==> src/rtl/pu_msp430_sync_handshake_tx.sv <==
// Launch side of a multi-bit clock-domain crossing: captures a word on send_i,
// holds it on the crossing bus and runs a 4-phase req/ack handshake against a synchronized ack.
module pu_msp430_sync_handshake_tx #(
  parameter int DW          = 16,
  parameter int SYNC_STAGES = 2,
  parameter int TIMEOUT     = 8
) (
  input  logic          clk,
  input  logic          rst_n,
  input  logic          send_i,
  input  logic [DW-1:0] data_i,
  output logic          busy_o,
  output logic          done_o,
  output logic          drop_o,
  output logic          timeout_o,
  output logic          xfer_req_o,
  output logic [DW-1:0] xfer_data_o,
  input  logic          xfer_ack_i
);

  // A zero TIMEOUT still needs a legal (unused) counter width.
  localparam int CW = (TIMEOUT > 0) ? $clog2(TIMEOUT + 1) : 1;
  localparam logic [CW-1:0] CNT_LAST = CW'((TIMEOUT > 0) ? (TIMEOUT - 1) : 0);

  typedef enum logic [1:0] {
    IDLE = 2'd0,
    REQ  = 2'd1,
    REL  = 2'd2
  } state_t;

  state_t                 state_reg;
  logic [SYNC_STAGES-1:0] ack_sync_reg;
  logic                   ack_s;
  logic [CW-1:0]          cnt_reg;
  logic                   abort_reg;
  logic [DW-1:0]          data_q_reg;
  logic                   busy_reg;
  logic                   done_reg;
  logic                   drop_reg;
  logic                   timeout_reg;
  logic                   req_reg;

  // Only the last stage of this chain is ever looked at; xfer_ack_i may be X.
  always_ff @(posedge clk or negedge rst_n) begin
    if (!rst_n) begin
      ack_sync_reg <= '0;
    end else begin
      ack_sync_reg <= {ack_sync_reg[SYNC_STAGES-2:0], xfer_ack_i};
    end
  end

  assign ack_s = ack_sync_reg[SYNC_STAGES-1];

  always_ff @(posedge clk or negedge rst_n) begin
    if (!rst_n) begin
      state_reg   <= IDLE;
      cnt_reg     <= '0;
      abort_reg   <= 1'b0;
      data_q_reg  <= '0;
      busy_reg    <= 1'b0;
      done_reg    <= 1'b0;
      drop_reg    <= 1'b0;
      timeout_reg <= 1'b0;
      req_reg     <= 1'b0;
    end else begin
      done_reg    <= 1'b0;
      drop_reg    <= 1'b0;
      timeout_reg <= 1'b0;
      case (state_reg)
        IDLE: begin
          if (send_i) begin
            data_q_reg <= data_i;
            req_reg    <= 1'b1;
            cnt_reg    <= '0;
            abort_reg  <= 1'b0;
            busy_reg   <= 1'b1;
            state_reg  <= REQ;
          end
        end
        REQ: begin
          if (send_i) drop_reg <= 1'b1;
          // A synchronized ack beats a timeout landing on the same edge.
          if (ack_s) begin
            req_reg   <= 1'b0;
            state_reg <= REL;
          end else if ((TIMEOUT != 0) && (cnt_reg == CNT_LAST)) begin
            req_reg     <= 1'b0;
            abort_reg   <= 1'b1;
            timeout_reg <= 1'b1;
            state_reg   <= REL;
          end else if (cnt_reg != '1) begin
            cnt_reg <= cnt_reg + 1'b1;
          end
        end
        REL: begin
          if (send_i) drop_reg <= 1'b1;
          if (!ack_s) begin
            done_reg  <= ~abort_reg;
            busy_reg  <= 1'b0;
            state_reg <= IDLE;
          end
        end
        default: begin
          req_reg   <= 1'b0;
          busy_reg  <= 1'b0;
          state_reg <= IDLE;
        end
      endcase
    end
  end

  assign busy_o      = busy_reg;
  assign done_o      = done_reg;
  assign drop_o      = drop_reg;
  assign timeout_o   = timeout_reg;
  assign xfer_req_o  = req_reg;
  assign xfer_data_o = data_q_reg;

endmodule

==> config.mk <==
export PLATFORM = sky130hd
export DESIGN_NAME = pu_msp430_sync_handshake_tx
export DESIGN_NICKNAME = d
export VERILOG_FILES = /design/src/rtl/pu_msp430_sync_handshake_tx.sv
export SDC_FILE = /design/constraint.sdc
export NUM_CORES = 1
export LEC_CHECK = 0
export CAP_MARGIN = 20
export CORE_AREA = 2 2 56 58
export CTS_CLUSTER_SIZE = 16
export DETAILED_ROUTE_END_ITERATION = 6
export DIE_AREA = 0 0 58 60
export PLACE_DENSITY_LB_ADDON = 0.2
export SYNTH_ARGS = -nofsm -noshare
export SYNTH_HDL_FRONTEND = slang
export SYNTH_SLANG_ARGS = --single-unit
==> constraint.sdc <==
create_clock -name clk -period 2.53 [get_ports clk]
set_input_delay 0.3795 -clock clk [delete_from_list [all_inputs] [get_ports clk]]
set_output_delay 0.3795 -clock clk [all_outputs]
set_load 0.1 [all_outputs]
# Word-level counts from Yosys, hierarchy flattened
# Cells that the tools add are included.
[totals] regBits=30 output_inout_bits=21 input_bits=20 word_cells=61
[op_classes] addsub=1 muxes=27 bitwise_logic=3 n_reduce_logical=9 eq_ne=11
[ops] operator="4-bit 2-to-1 mux" n=4
[ops] operator="1-bit 2-to-1 mux" n=14
[ops] operator="2-bit inequality test (second input constant)" n=6
[ops] operator="3-bit AND reduction" n=3
[ops] operator="2-bit 2-to-1 mux" n=4
[ops] operator="4-bit case mux with 2 select lines" n=1
[ops] operator="1-bit case mux with 3 select lines" n=2
[ops] operator="2-bit case mux with 3 select lines" n=1
[ops] operator="5-bit AND reduction" n=1
[ops] operator="4-bit by 1-bit adder with 4-bit output (second input constant)" n=1
[ops] operator="4-bit by 3-bit equality test with 1-bit output (second input constant)" n=1
[ops] operator="4-bit inequality test (second input constant)" n=1
[ops] operator="4-bit AND reduction" n=1
[ops] operator="3-bit inequality test (second input constant)" n=1
[ops] operator="1-bit NOT" n=3
[ops] operator="2-bit by 1-bit equality test with 1-bit output (second input constant)" n=1
[ops] operator="2-bit equality test (second input constant)" n=1
[ops] operator="2-bit logical NOT" n=1
[ops] operator="1-bit case mux with 2 select lines" n=1
[ops] operator="2-bit AND reduction" n=1
[ops] operator="2-bit nonzero test" n=1
[ops] operator="2-bit OR reduction" n=1

# Logic depth before layout (Yosys ltp)
[logic_depth] ltp_word=5 depth_mapped=7 ltp_nobuf=6

# Least setup slack after synthesis
# Ideal clock, no wire load.
[synth_path] path_type="register -> register" startpoint="register state_reg[0]" endpoint="register cnt_reg[0]" path_stages_with_launch=7 period_less_slack_ps=1513 n_path_buf=0 arrival_time_ps=1439 path_slack_ps=1017 required_time_ps=2456 setup_ps=74 cell_sequence="dfrtp_1 inv_1 ha_1 or2b_4 nand3_4 or3b_4 o21ai_2"
[synth_between] elab_chain_cells=3 word_cells_on_any_way=9 classes_between="5 x eq/ne; 1 x mux; 3 x reduce/logical"
[synth_lines] element="start: declaration" line="31" rtl="state_t state_reg;"
[synth_lines] element="start signal: assignment" line="56" rtl="state_reg <= IDLE;"
[synth_lines] element="start signal: assignment" line="77" rtl="state_reg <= REQ;"
[synth_lines] element="start signal: assignment" line="85" rtl="state_reg <= REL;"
[synth_lines] element="2-bit by 1-bit equality test with 1-bit output or 2-bit logical NOT (tied branches)" line="69" rtl="case (state_reg)"
[synth_lines] element="2-bit inequality test (no line) or 2-bit nonzero test (tied branches)"
[synth_lines] element="5-bit AND reduction (no line)"
[synth_lines] element="end signal: assignment" line="92" rtl="cnt_reg <= cnt_reg + 1'b1;"
[synth_lines] element="end: declaration" line="34" rtl="logic [CW-1:0] cnt_reg;"
# Several ways; a longest one is shown, not always the timed one.
# A chain may end at the register's enable or synchronous reset.

# Final worst setup path
[layout_path] startpoint="register state_reg[0]" endpoint="register abort_reg"
[layout_between] elab_chain_cells=3 word_cells_on_any_way=8 classes_between="4 x eq/ne; 1 x mux; 3 x reduce/logical"
[layout_lines] element="2-bit by 1-bit equality test with 1-bit output or 2-bit logical NOT (tied branches)" line="69"
[layout_lines] element="2-bit inequality test (no line) or 2-bit nonzero test (tied branches)"
[layout_lines] element="4-bit AND reduction (no line)"
[layout_lines] element="end signal: assignment" line="58" rtl="abort_reg <= 1'b0;"
[layout_lines] element="end signal: assignment" line="75" rtl="abort_reg <= 1'b0;"
[layout_lines] element="end signal: assignment" line="88" rtl="abort_reg <= 1'b1;"
[layout_lines] element="end: declaration" line="35" rtl="logic abort_reg;"
# Several ways; a longest one is shown, not always the timed one.

==> impl_metrics.tcl <==
set metrics [dict create \
    clock_path_buffers 2 \
    r2r_start "state_reg[0]$_DFFE_PN0P_" \
    ys_dominant_reg_cell "dfrtp_1" \
    critical_path.max_stage_delay_ns 0.42 \
    r2r_slack_ns 0.85 \
    syn-num-nets 132 \
    grt_max_degree 31 \
    synth_top_family_by_area "multiplexers" \
    fp.dieH_um 60 \
    antenna_found_initial 0 \
    dieArea_um2 3480 \
    numCtsBuffers 5 \
    synthXorXnorAreaFrac 0 \
    avgSynthCellArea_um2 12.50 \
    gr-usage-all-layers 0.1694 \
    holdCritPathClass "register to register" \
    root_buffer "clkbuf_4" \
    yosysMostFrequentCell "dfrtp_1" \
    yosys.area_share.simple 0.1244 \
    die-width_um 58 \
    clk_latency_ns 0.33 \
    cp_max_fo 17 \
    finalCritPeriodShare 0.6639 \
    seq_area_frac_synth 0.5613 \
    crit_chain "inv_1 -> ha_1 -> nand2_2 -> a21oi_1 -> mux2_2" \
    drt-initial-drc-count 38 \
    wl_per_cell_um 13.50 \
    clkTransAtPathRegs_ns 0.10 \
    yosys_warnings 0 \
    routabilityCongestion 0.7176 \
    pin_count 41 \
    vias 971 \
    finalHoldViolations 0 \
    rows 20 \
    end_kind "register" \
    r2r_end "abort_reg$_DFFE_PN0P_" \
    postSynthCellCount 107 \
    nNetsFinal 177 \
    remaining_drc_errors 0 \
    cts_max_level 2 \
    post-dp-hpwl_um 1871 \
    cts_resized 0 \
    syn_area_um2 1338 \
    worst_pin_slew_ns 0.4507 \
    ys_ff_latch 30 \
    synth-edff-count 0 \
    relSlewSlack 0.6964 \
    synth-compound-area-share 0.08887 \
    largest_register_ffs 16 \
    start_util 0.4608 \
    port_buffers 40 \
    worstRegToRegCells 5 \
    drt-pass1-iter-count 4 \
    fmax_mhz 595.4 \
    gr-total-overflow 0 \
    area_growth_pct 33.30 \
    whs_ns 0.3667 \
    fin_worst_skew_ns 0.007489 \
    cap_violations 0 \
    layout_min_cycle_time_ns 1.680 \
    routed_wl_um 2511 \
    coreArea_um2 2903 \
    hold_depth 0 \
    cp.required_ns 2.76 \
    hold_buffers 0 \
    cp-start-kind "register" \
    fin_tns_setup_ns 0 \
    ant_nets 0 \
    hold_start "ack_sync_reg[0]$_DFF_PN0_" \
    grt_pass1_wl_um 4381 \
    cts_sinks 30 \
    maxSlewViolCount 0 \
    vias_per_cell 5.220 \
    drive_gt1_frac 0.3660 \
    synth_common_cells "dfrtp_1, mux2_2, nand2_1, a21oi_1, inv_1" \
    holdPathEnd "ack_sync_reg[1]$_DFF_PN0_" \
    setup_viol 0 \
    status "finished, final reports clean" \
    synth_cell_type_count 28 \
    cp.arrival_ns 1.91 \
    diodes 0 \
    cts_setup_buffers 0 \
    async_flop_share 1.000 \
    rsz0062_at_grt "false" \
    cp_slowest_cell "dfrtp_1" \
    yosysTopAreaCell "dfrtp_1" \
    synth_top_area_frac 0.5613 \
    cts_tree "yes" \
    grt_pass1_vias 1027 \
    muxShareOfSynthArea 0.1506 \
    critical_path_class "register to register" \
    synthAdderAreaFrac 0.04677 \
    synthTopCellsByArea "dfrtp_1, mux2_2, ha_1" \
]
==> cell type report <==
class	count	area (µm²)
clock buffers	6	51.30
clock inverters	2	12.51
fillers	249	1120
inverters	6	22.52
multi-input cells	68	549.3
flip-flops and latches	30	750.7
well taps	33	41.29
repair buffers	41	355.3
==> metal layers <==
layer  up-vias  wire length (µm)  track usage
li1        470                 -            -
met1       467              1013       0.1825
met2        28              1297       0.2955
met3         6               161      0.07576
met4         0                39      0.05980
met5         -                 0            0
==> critical path: cells and delay by family (launching register included) <==
kind                     cells  cell delay, ns
flip-flops                   1            0.42
multiplexers                 1            0.34
AND/OR/NAND/NOR              1            0.26
adder cells (fa/ha/maj)      1            0.24
buffers and inverters        1            0.09
AO/OA/AOI/OAI                1            0.22
==> stage by stage <==
stage,utilization,setup WS [ns],cell area (µm²),std cells
3_5_place_dp,0.5922,0.6121,1719,178
5_1_grt,0.6142,0.6738,1783,186
3_3_place_gp,0.5922,0.6188,1719,178
2_1_floorplan,-,1.017,1338,107
6_report,0.6142,0.8504,1783,186
4_1_cts,0.6142,0.8351,1783,186
==> cell usage in the layout, fill, tap and decap left out <==
cell / n
inv_1: 6
and2_1: 1
or2b_4: 1
buf_4: 22
or2_4: 1
nor3_1: 2
o21ai_0: 1
clkdlybuf4s50_1: 19
mux2_2: 17
nand3_1: 3
nor3b_1: 1
dfrtp_1: 30
a21oi_1: 6
a211o_2: 1
a31oi_1: 5
nand3b_1: 1
nor2b_1: 1
or3_1: 1
o2111ai_1: 1
o31a_1: 1
o21bai_1: 1
clkbuf_4: 5
clkinv_2: 1
nand4_1: 2
mux2i_1: 1
clkbuf_8: 1
nand2_1: 9
or3b_4: 1
o21ai_2: 2
ha_1: 5
clkinvlp_4: 1
nand2_2: 2
nand3_4: 1
==> cells by family (layout without fill, tap and decap cells) <==
group / count (synthesis) / after routing
flip-flops: 30 / 30
AND/OR/NAND/NOR: 27 / 27
AO/OA/AOI/OAI: 18 / 18
multiplexers: 18 / 18
buffers and inverters: 9 / 55
adder cells (fa/ha/maj): 5 / 5
==> worst max-delay path by stage <==
| stage | start | to | slack [ns] | cells past startpoint |
|---|---|---|---|---|
| floorplan | state_reg[0]$_DFFE_PN0P_ | cnt_reg[0]$_DFFE_PN0P_ | 1.02 | 6 |
| global placement | send_i | abort_reg$_DFFE_PN0P_ | 0.62 | 4 |
| detailed placement | send_i | abort_reg$_DFFE_PN0P_ | 0.61 | 4 |
| CTS | state_reg[0]$_DFFE_PN0P_ | abort_reg$_DFFE_PN0P_ | 0.84 | 5 |
| global route | state_reg[1]$_DFFE_PN0P_ | xfer_req_o$_DFFE_PN0P_ | 0.67 | 6 |
| finish | state_reg[0]$_DFFE_PN0P_ | abort_reg$_DFFE_PN0P_ | 0.85 | 5 |
Power is not shown: default switching activity piles up to over one toggle a cycle in this logic, so the estimate is an artifact.
